### src/rtl/jacobi_iter_ctrl.sv
// Jacobi iteration controller: iterates an external combinational stage until fixpoint or cap, then streams the vector.
// Latency: one cycle per iteration after start, then one element per accepted out_valid/out_ready beat, then a done pulse.
// Backpressure: out_ready low stalls the stream; out_data/out_idx hold until the element is accepted.
module jacobi_iter_ctrl #(
  parameter int WIDTH    = 8,
  parameter int NU       = 10,
  parameter int MAX_ITER = 64,
  parameter int ITER_W   = 16,
  localparam int IDX_W   = (NU > 1) ? $clog2(NU) : 1
) (
  input  logic                  clk,
  input  logic                  rst,
  input  logic                  start,
  input  logic [WIDTH*NU-1:0]   u_init,
  output logic [WIDTH*NU-1:0]   u_cur,
  input  logic [WIDTH*NU-1:0]   u_next,
  output logic                  busy,
  output logic [ITER_W-1:0]     iter_count,
  output logic                  converged,
  output logic                  out_valid,
  input  logic                  out_ready,
  output logic [WIDTH-1:0]      out_data,
  output logic [IDX_W-1:0]      out_idx,
  output logic                  out_last,
  output logic                  done
);

  typedef enum logic [1:0] {
    IDLE   = 2'd0,
    ITER   = 2'd1,
    STREAM = 2'd2,
    DONE   = 2'd3
  } state_t;

  state_t state;

  localparam logic [IDX_W-1:0]  LAST_IDX = IDX_W'(NU - 1);
  localparam logic [ITER_W-1:0] ITER_CAP = ITER_W'(MAX_ITER);

  // View of the packed vector as individual elements for the output mux
  logic [WIDTH-1:0] elem [NU];
  for (genvar k = 0; k < NU; k++) begin : g_elem
    assign elem[k] = u_cur[k*WIDTH +: WIDTH];
  end

  logic [ITER_W-1:0] iter_inc;
  logic              fixpoint;
  logic              xfer;

  assign iter_inc = iter_count + 1'b1;
  assign fixpoint = (u_next == u_cur);
  assign xfer     = out_valid && out_ready;
  assign out_data = elem[out_idx];
  assign out_last = out_valid && (out_idx == LAST_IDX);

  // Control FSM; all status outputs are registered alongside the state
  always_ff @(posedge clk or posedge rst) begin
    if (rst) begin
      state      <= IDLE;
      u_cur      <= '0;
      iter_count <= '0;
      converged  <= 1'b0;
      busy       <= 1'b0;
      out_valid  <= 1'b0;
      out_idx    <= '0;
      done       <= 1'b0;
    end else begin
      case (state)
        IDLE: begin
          done <= 1'b0;
          if (start) begin
            u_cur      <= u_init;
            iter_count <= '0;
            converged  <= 1'b0;
            busy       <= 1'b1;
            state      <= ITER;
          end
        end
        ITER: begin
          // A fixpoint wins over the cap: no update is applied in that cycle
          if (fixpoint) begin
            converged <= 1'b1;
            out_valid <= 1'b1;
            out_idx   <= '0;
            state     <= STREAM;
          end else begin
            u_cur      <= u_next;
            iter_count <= iter_inc;
            if (iter_inc == ITER_CAP) begin
              converged <= 1'b0;
              out_valid <= 1'b1;
              out_idx   <= '0;
              state     <= STREAM;
            end
          end
        end
        STREAM: begin
          if (xfer) begin
            if (out_idx == LAST_IDX) begin
              out_idx   <= '0;
              out_valid <= 1'b0;
              busy      <= 1'b0;
              done      <= 1'b1;
              state     <= DONE;
            end else begin
              out_idx <= out_idx + 1'b1;
            end
          end
        end
        DONE: begin
          done  <= 1'b0;
          state <= IDLE;
        end
        default: state <= IDLE;
      endcase
    end
  end

endmodule

### config.mk
export PLATFORM = sky130hd
export DESIGN_NAME = jacobi_iter_ctrl
export DESIGN_NICKNAME = d
export VERILOG_FILES = /design/src/rtl/jacobi_iter_ctrl.sv
export SDC_FILE = /design/constraint.sdc
export NUM_CORES = 1
export LEC_CHECK = 0
export ABC_AREA = 1
export BUFFER_PORTS_ARGS = -buffer_cell sky130_fd_sc_hd__buf_2
export CAP_MARGIN = 40
export CORE_UTILIZATION = 55
export CTS_BUF_LIST = sky130_fd_sc_hd__clkbuf_16
export CTS_CLUSTER_DIAMETER = 120
export DETAILED_ROUTE_END_ITERATION = 10
export PLACE_DENSITY = 0.94
export SYNTH_ARGS = -nofsm -noshare
export SYNTH_HDL_FRONTEND = slang
export SYNTH_SLANG_ARGS = --single-unit
### constraint.sdc
create_clock -name clk -period 6.6 [get_ports clk]
set_input_delay 0.66 -clock clk [delete_from_list [all_inputs] [get_ports clk]]
set_output_delay 0.66 -clock clk [all_outputs]
set_load 0.01 [all_outputs]
Word level (Yosys, flattened, before mapping)
Cells that the tools add are included.

operators by class
  equal/unequal tests = 11
  bitwise logic cells = 1
  reductions and logical operators = 15
  $add $sub $neg = 2
  magnitude comparators = 1
  mux-type cells = 34

operators with widths
  kind                   count
  $mux 80                2
  $pmux 80 s2            1
  $eq 80x80->1           1
  $bmux 8 s4             1
  $mux 16                2
  $pmux 16 s2            1
  $add 16x1->16 const B  1
  $eq 16x7->1 const B    1
  $mux 4                 4
  $mux 8                 2
  $reduce_and 3->1       4
  $reduce_and 4->1       3
  $mux 1                 10
  $mux 2                 5
  $ne 2x2->1 const B     4
  $pmux 1 s2             4
  $pmux 2 s4             1
  $pmux 4 s2             1
  $reduce_bool 2->1      4
  $ge 5x5->1 const B     1
  $not 4->5              1
  $add 4x1->4 const B    1
  $eq 2x2->1 const B     2
  $eq 4x4->1 const B     1
  5 further kinds        6

storage, ports and cells
  logic and storage cells = 72
  register bits after elaboration = 106
  output and inout bits = 113
  input bits = 164

Logic depth before layout (Yosys ltp)
Gate-level depths: netlist of the first run.

  depth in word-level cells = 5
  gate-level depth with buffers = 14

Least setup slack after synthesis of the first run
Ideal clock, no wire load.

  path kind = register to output
  start = register out_idx[0]
  end = output out_data[3]
  arrival = 1.599 ns
  data required time = 5.940 ns
  stages on the path, launching flop included = 9
  slack = 4.341 ns
  buffers on the path = 2
  cells stage by stage = dfrtp_1 clkbuf_1 clkinv_1 clkbuf_1 a21oi_1 o21ai_0 nand3_1 o211ai_1 o21ai_0

on the way
  word-level cells in the longest chain between the ends = 4

RTL lines
  item                                        RTL line  text
  start: declaration                          23        output logic [IDX_W-1:0] out_idx,
  start signal: assignment                    106       out_idx <= out_idx + 1'b1;
  $not 4->5 (not written as such)             53        assign out_data = elem[out_idx];
  $bmux 8 s4                                  53
  $mux 8 (not written as such) (2 in series)  53
  end: declaration                            22        output logic [WIDTH-1:0] out_data,

No other way between the ends. The select of a mux whose other input is x is not followed.

Worst setup path in the final report of the first run
Ends and elaborated chain as after synthesis.

==> results.md, run 1 <==
- CTS Sinks: 106
- Syn Inst Count: 1,144
- CP arrival: 3060 ps
- Placed wire-length estimate: 18,930 um
- Setup-failing EPs final: 0
- CTS Buf Count: 9
- Main synth FF type: dfrtp_1
- Total grt overflow: 0
- Number of synthesized flops with an enable pin: 0
- Status: completed
- Routed Antenna Nets: 0
- Maximum clock path buffer count: 2
- Startpoint Class: flop
- Dpl cells: 1,547
- Net Count, Synth: 1,315
- Combinational family with the most area after synthesis: simple AND/OR/NAND/NOR gates
- RSZ-0062 raised after global routing: no
- Area of the die: 0.01409 mm^2
- Post-route cell area: 0.009256 mm^2
- Die Wd: 118.7 um
- Synth unique cells: 33
- First-pass GRT wire length: 39,060 um
- Relative slew slack: 40.74%
- Initial antenna violation count: 1
- CTS H-tree depth: 3
- Post-synthesis compound-gate area fraction: 17.81%
- LEAKAGE: 4.870 nW
- Most common cell after layout, fill and taps aside: nand2_1
- I/O pin cnt: 277
- FF+latch count, synth: 106
- Setup TNS: 0 ps
- Initial core utilization: 56.57%
- Area grow syn2layout: 23.57%
- CP required: 5940 ps
- Cts hold-fix bufs: 0
- F_max: 268.6 MHz
- Final cell count without fillers: 1,562
- Largest net degree at the start of global routing: 109
- WL per Instance: 15.99 um
- Max-cap violations: 0
- Fin crit period: 3723 ps
- # port buffers: 276
- Worst-path clk slew: 70 ps
- CTS tree: yes
- Period utilisation layout: 56.41%
- Total power divided by cell area: 482.6 mW/mm^2
- Clk_skew: 6.550 ps
- VDD IR max: 0.3821 mV
- Crit Path Category: flop to output port
- DRT Wirelength: 24,980 um
- Slew @ Worst Pin: 888.9 ps
- CORE AREA: 0.01324 mm^2
- Worst skew pair latency: 350 ps
- Synth async-reset ratio: 100.0%
- Drc violations: 0
- Most frequent cells in the layout: nand2_1, buf_2, nor2_1, o21ai_0, dfrtp_1
- Final max-slew violation count: 0
- Layout cells sized above 1: 26.62%
- Post-cts resize count: 0
- Iteration-0 DRC Markers: 867
- Synthesized cell area: 0.007491 mm^2
- Via count: 8,561
- Die extent in y: 118.7 um
- Vias in the first global route: 7,743
- Endpoints failing hold: 0
- # rows: 42
- Dpl cell area: 0.008900 mm^2
- Avg Synthesized Cell Area: 6.548 um^2
- Seq/Total Area, Yosys: 35.41%
- Synthesized-area fraction occupied by and/or/nand/nor cells: 31.52%
- CP endpoint kind: output port
- CP max FO: 56
- Final net count: 1,553
- Mux cell area share after synthesis: 0.5345%
- Routability cong.: 0.8956
- Post-CTS setup buffers: 0
- # diodes: 0
- Post-synthesis adder-cell area fraction: 1.169%
- Root Buffer Master: clkbuf_16
- Synth Area in XOR/XNOR: 4.092%
- Hold Crit Class: input pin to asynchronous set/reset pin
- TritonRoute pass-1 iters: 6
- Gr usage total: 35.58%
- Hold_ws: 417.9 ps
- Vias per inst: 5.481
- Yosys warnings: 0
[kinds of logic (layout without fill, tap and decap cells)]
| group | Yosys count | in the layout |
|---|---|---|
| AOI/OAI and AO/OA | 255 | 255 |
| xor gates and xnor gates | 35 | 35 |
| adders and majority gates | 7 | 7 |
| buffers and inverters | 169 | 411 |
| DFF | 106 | 106 |
| muxes | 4 | 4 |
| and+or+nand+nor | 568 | 568 |
[cells in the mapped netlist (2+ instances only)]
cell | count | area share (%)
nand3b_1 | 3 | 0.30
buf_2 | 9 | 0.60
inv_1 | 93 | 4.7
mux2i_1 | 4 | 0.53
o211ai_1 | 8 | 0.80
nand3_1 | 29 | 1.9
clkinv_1 | 2 | 0.10
o21ai_0 | 131 | 8.8
inv_2 | 20 | 1.0
nor2_1 | 140 | 7.0
a32o_1 | 4 | 0.53
nand4_1 | 11 | 0.92
nor2_2 | 2 | 0.17
xnor2_1 | 14 | 1.6
nand2_1 | 331 | 17
buf_4 | 5 | 0.50
o221ai_1 | 4 | 0.47
dfrtp_1 | 106 | 35
nand3_2 | 2 | 0.27
or2_2 | 42 | 3.5
buf_6 | 6 | 0.90
ha_1 | 7 | 1.2
clkbuf_1 | 33 | 1.7
nor3_1 | 4 | 0.27
o21ai_1 | 48 | 3.2
xor2_1 | 21 | 2.5
a21oi_1 | 59 | 3.9
[worst paths after layout]
kind,from,end,slack (ps),cells past startpoint
min reg2reg,state[1]$_DFFE_PP0P_,state[1]$_DFFE_PP0P_,530,2
max,out_idx[0]$_DFFE_PP0P_,out_data[3],2880,7
min,rst,u_cur[52]$_DFFE_PP0P_,420,2
min in group clk,state[1]$_DFFE_PP0P_,state[1]$_DFFE_PP0P_,530,2
max reg2reg,state[1]$_DFFE_PP0P_,u_cur[5]$_DFFE_PP0P_,3520,8
max in group asynchronous,rst,out_idx[0]$_DFFE_PP0P_,4980,3
[power breakdown]
group	leakage (nW)	internal [W]	switching, W
Sequential	1.28	0.000945	0.000434
Combinational	3.41	0.000898	0.00154
Clock	0.173	0.000406	0.000244
Total	4.87	0.00225	0.00222
[through the flow]
stage,total power [W],worst slack (ps),util (%)
floorplan,0.002942,3151,-
global placement,0.003643,3407,66.85
detailed placement,0.003770,3320,67.21
CTS,0.004430,2945,69.90
global route,0.004798,2589,69.90
finish,0.004467,2877,69.90
[metal layers]
metal | track usage (%) | routed length, um | vias to the layer above
li1 | - | - | 4129
met5 | 0 | 10 | -
met4 | 16.38 | 1091 | 2
met3 | 5.019 | 1884 | 80
met1 | 44.71 | 9822 | 3913
met2 | 60.45 | 12180 | 437
[cell type report]
class	count	area, um^2
flip-flops and latches	106	2654
clock buffers	9	225.2
fillers	1122	3986
multi-input cells	869	4140
well taps	176	220.2
repair buffers	281	1451
inverters	115	434.2
clock inverters	6	131.4
[registers in the layout (all words and copies together) (netlist names)]
| signal | flops |
|---|---|
| busy | 1 |
| u_cur | 80 |
| out_valid | 1 |
| done | 1 |
| iter_count | 16 |
| converged | 1 |
| state | 2 |
| out_idx | 4 |
[worst max-delay path, cell delays in order (launching register included)]
cell and delay [ps]:
dfrtp_2 940, clkinv_1 760, a21oi_1 320, o21ai_0 130
nand3_1 100, o211ai_1 120, o21ai_0 150, buf_2 180
Power figures use the tool's default switching activity.
==> run 2, diff against run 1 <==
- CORE_UTILIZATION: 55 -> 51
- PLACE_DENSITY: 0.94 -> 0.88
- clock period: 6.6 -> 3.8 ns (I/O delays scaled with it)
==> run 2 against run 1 <==
Wire length shrank 0.78%. Hold slack worse by 360 ps. Via count decreased by 1.9%. Sequential power grew 69%. Design area is 0.16% higher. Critical path depth decreased by 1. Register-to-register slack got worse by 2500 ps. Count of clock-buffer cells in the layout stayed put. Setup slack lost 2000 ps. Final cell count grew 0.77%. Sequential share of layout area is essentially flat. Non-clock buffer count rose by 6. Critical path type unchanged.
==> results.md, run 2 (synthesis results as in run 1) <==
- Die extent in y: 123.2 um (+3.8%)
- Vias in the first global route: 7,537 (-2.7%)
- VDD IR max: 0.5532 mV (+45%)
- Max-cap violations: 0 (unchanged)
- Endpoints failing hold: 0 (unchanged)
- WL per Instance: 15.75 um (-1.5%)
- Area of the die: 0.01518 mm^2 (+7.7%)
- Largest net degree at the start of global routing: 94 (-14%)
- Final max-slew violation count: 0 (unchanged)
- Slew @ Worst Pin: 597.1 ps (-291.8 ps)
- Worst-path clk slew: 80 ps (about the same)
- Period utilisation layout: 76.66%
- Startpoint Class: flop
- Status: completed
- Placed wire-length estimate: 19,240 um (+1.6%)
- Clk_skew: 11.67 ps (+5.116 ps)
- Vias per inst: 5.336 (-2.6%)
- Routability cong.: 0.8697 (-2.9%)
- Iteration-0 DRC Markers: 704 (-19%)
- Total power divided by cell area: 820.3 mW/mm^2 (+70%)
- Placement Setup Slack: 1035 ps (-2285 ps)
- Post-cts resize count: 0 (unchanged)
- Setup-failing EPs final: 0 (unchanged)
- TritonRoute pass-1 iters: 5 (-1)
- Maximum clock path buffer count: 2 (unchanged)
- Root Buffer Master: clkbuf_16
- Area grow syn2layout: 23.77%
- Max FFs per register: 80 (unchanged)
- CTS Sinks: 106 (unchanged)
- Area of the multi-input gates: 0.004140 mm^2 (unchanged)
- Seq. cell area: 0.002654 mm^2 (unchanged)
- Top reg by flops: u_cur
- Initial antenna violation count: 2 (+1)
- Gr usage total: 32.61% (-3.0 points)
- Worst skew pair latency: 360 ps (about the same)
- Most frequent cells in the layout: nand2_1, buf_2, nor2_1, o21ai_0, dfrtp_1
- Post-CTS setup buffers: 0 (unchanged)
- PnR worst setup slack: 886.8 ps (-1990 ps)
- First-pass GRT wire length: 37,590 um (-3.8%)
- Layout cells sized above 1: 27.06% (+0.44 points)
- CTS H-tree depth: 3 (unchanged)
- Relative slew slack: 60.19% (+19 points)
- Fin crit period: 2913 ps
- CORE AREA: 0.01410 mm^2 (+6.4%)
- I/O pin cnt: 277 (unchanged)
- F_max: 343.3 MHz
- Fill count: 1,272 (+13%)
- Hold Crit Class: input pin to asynchronous set/reset pin
- Most common cell after layout, fill and taps aside: nand2_1
- Total grt overflow: 0 (unchanged)
- Setup TNS: 0 ps (unchanged)
- Drc violations: 0 (unchanged)
- # rows: 43 (+2.4%)
- Die Wd: 123.2 um (+3.8%)
- Biggest regs: u_cur: 80 flops, iter_count: 16 flops, out_idx: 4 flops
- Routed Antenna Nets: 0 (unchanged)
- Final net count: 1,559 (+0.39%)
- Initial core utilization: 53.14% (-3.4 points)
- CTS Buf Count: 9 (unchanged)
- LEAKAGE: 4.882 nW (+0.24%)
- CTS tree: yes
- DRT Wirelength: 24,790 um (-0.78%)
- CP endpoint kind: output port
- CP max FO: 27 (-52%)
- RSZ-0062 raised after global routing: no
- Cts hold-fix bufs: 0 (unchanged)
- CP required: 3420 ps (-2520 ps)
- # port buffers: 276 (unchanged)
- Crit Path Category: flop to output port
- Via count: 8,399 (-1.9%)
- CP arrival: 2530 ps (-530 ps)
==> run 2: cell count changes in the layout (fill, tap and decap cells not counted) <==
| cell | before | now |
|---|---|---|
| buf_16 | 1 | 2 |
| buf_4 | 3 | 8 |
| bufinv_16 | 4 | 1 |
| clkinv_2 | 0 | 2 |
| diode_2 | 0 | 1 |
| inv_1 | 92 | 91 |
| inv_6 | 0 | 3 |
==> run 2: worst paths after layout <==
| check | from | endpoint | slack (ps) | cells past startpoint |
|---|---|---|---|---|
| setup reg to reg | state[1]$_DFFE_PP0P_ | u_cur[13]$_DFFE_PP0P_ | 1020 | 8 |
| hold / removal | rst | u_cur[62]$_DFFE_PP0P_ | 60 | 2 |
| setup / recovery | out_idx[0]$_DFFE_PP0P_ | out_data[0] | 890 | 6 |
| max in group asynchronous | rst | u_cur[7]$_DFFE_PP0P_ | 2850 | 4 |
| hold reg to reg | busy$_DFFE_PP0P_ | busy$_DFFE_PP0P_ | 520 | 2 |
| min in group clk | u_init[52] | u_cur[52]$_DFFE_PP0P_ | 300 | 3 |
==> run 2: cell type report <==
type                    instances  share of cell area, %
diodes                          1                0.02699
flip-flops and latches        106                  28.62
multi-input cells             869                  44.66
inverters                     115                  4.683
clock inverters                 7                 0.7962
well taps                     180                  2.429
repair buffers                287                  16.36
clock buffers                   9                  2.429
==> run 2: per-layer routing <==
metal / vias up / wire length, um / track usage (%)
li1: 4144 / - / -
met1: 3801 / 10160 / 41.51
met2: 389 / 11970 / 54.85
met3: 63 / 1780 / 4.659
met4: 2 / 864 / 14.68
met5: - / 11 / 0
==> run 2: worst max-delay path, cell delays in order, from the launching register on <==
cell and delay, ps:
dfrtp_2 590, clkinv_1 580, o21ai_0 390, o221ai_1 140
o211ai_1 160, o21ai_0 150, buf_2 160
==> run 2: power by group <==
part	total [W]	internal [W]	switching, W
combinational	0.00430	0.00158	0.00272
clock	0.000982	0.000517	0.000465
sequential	0.00233	0.00164	0.000685
==> run 2: stage by stage <==
stage          utilization, %  total power [W]  hold WS (ps)  cells  instance area [um^2]
4_1_cts                 65.76         0.007572         71.00   1573                  9269
3_5_place_dp            63.63         0.006582         451.1   1557                  8970
2_1_floorplan               -         0.005109         478.1   1144                  7491
6_report                65.77         0.007606         61.56   1574                  9271
5_1_grt                 65.77         0.008207         99.68   1574                  9271
3_3_place_gp            63.24         0.006417         494.2   1555                  8915
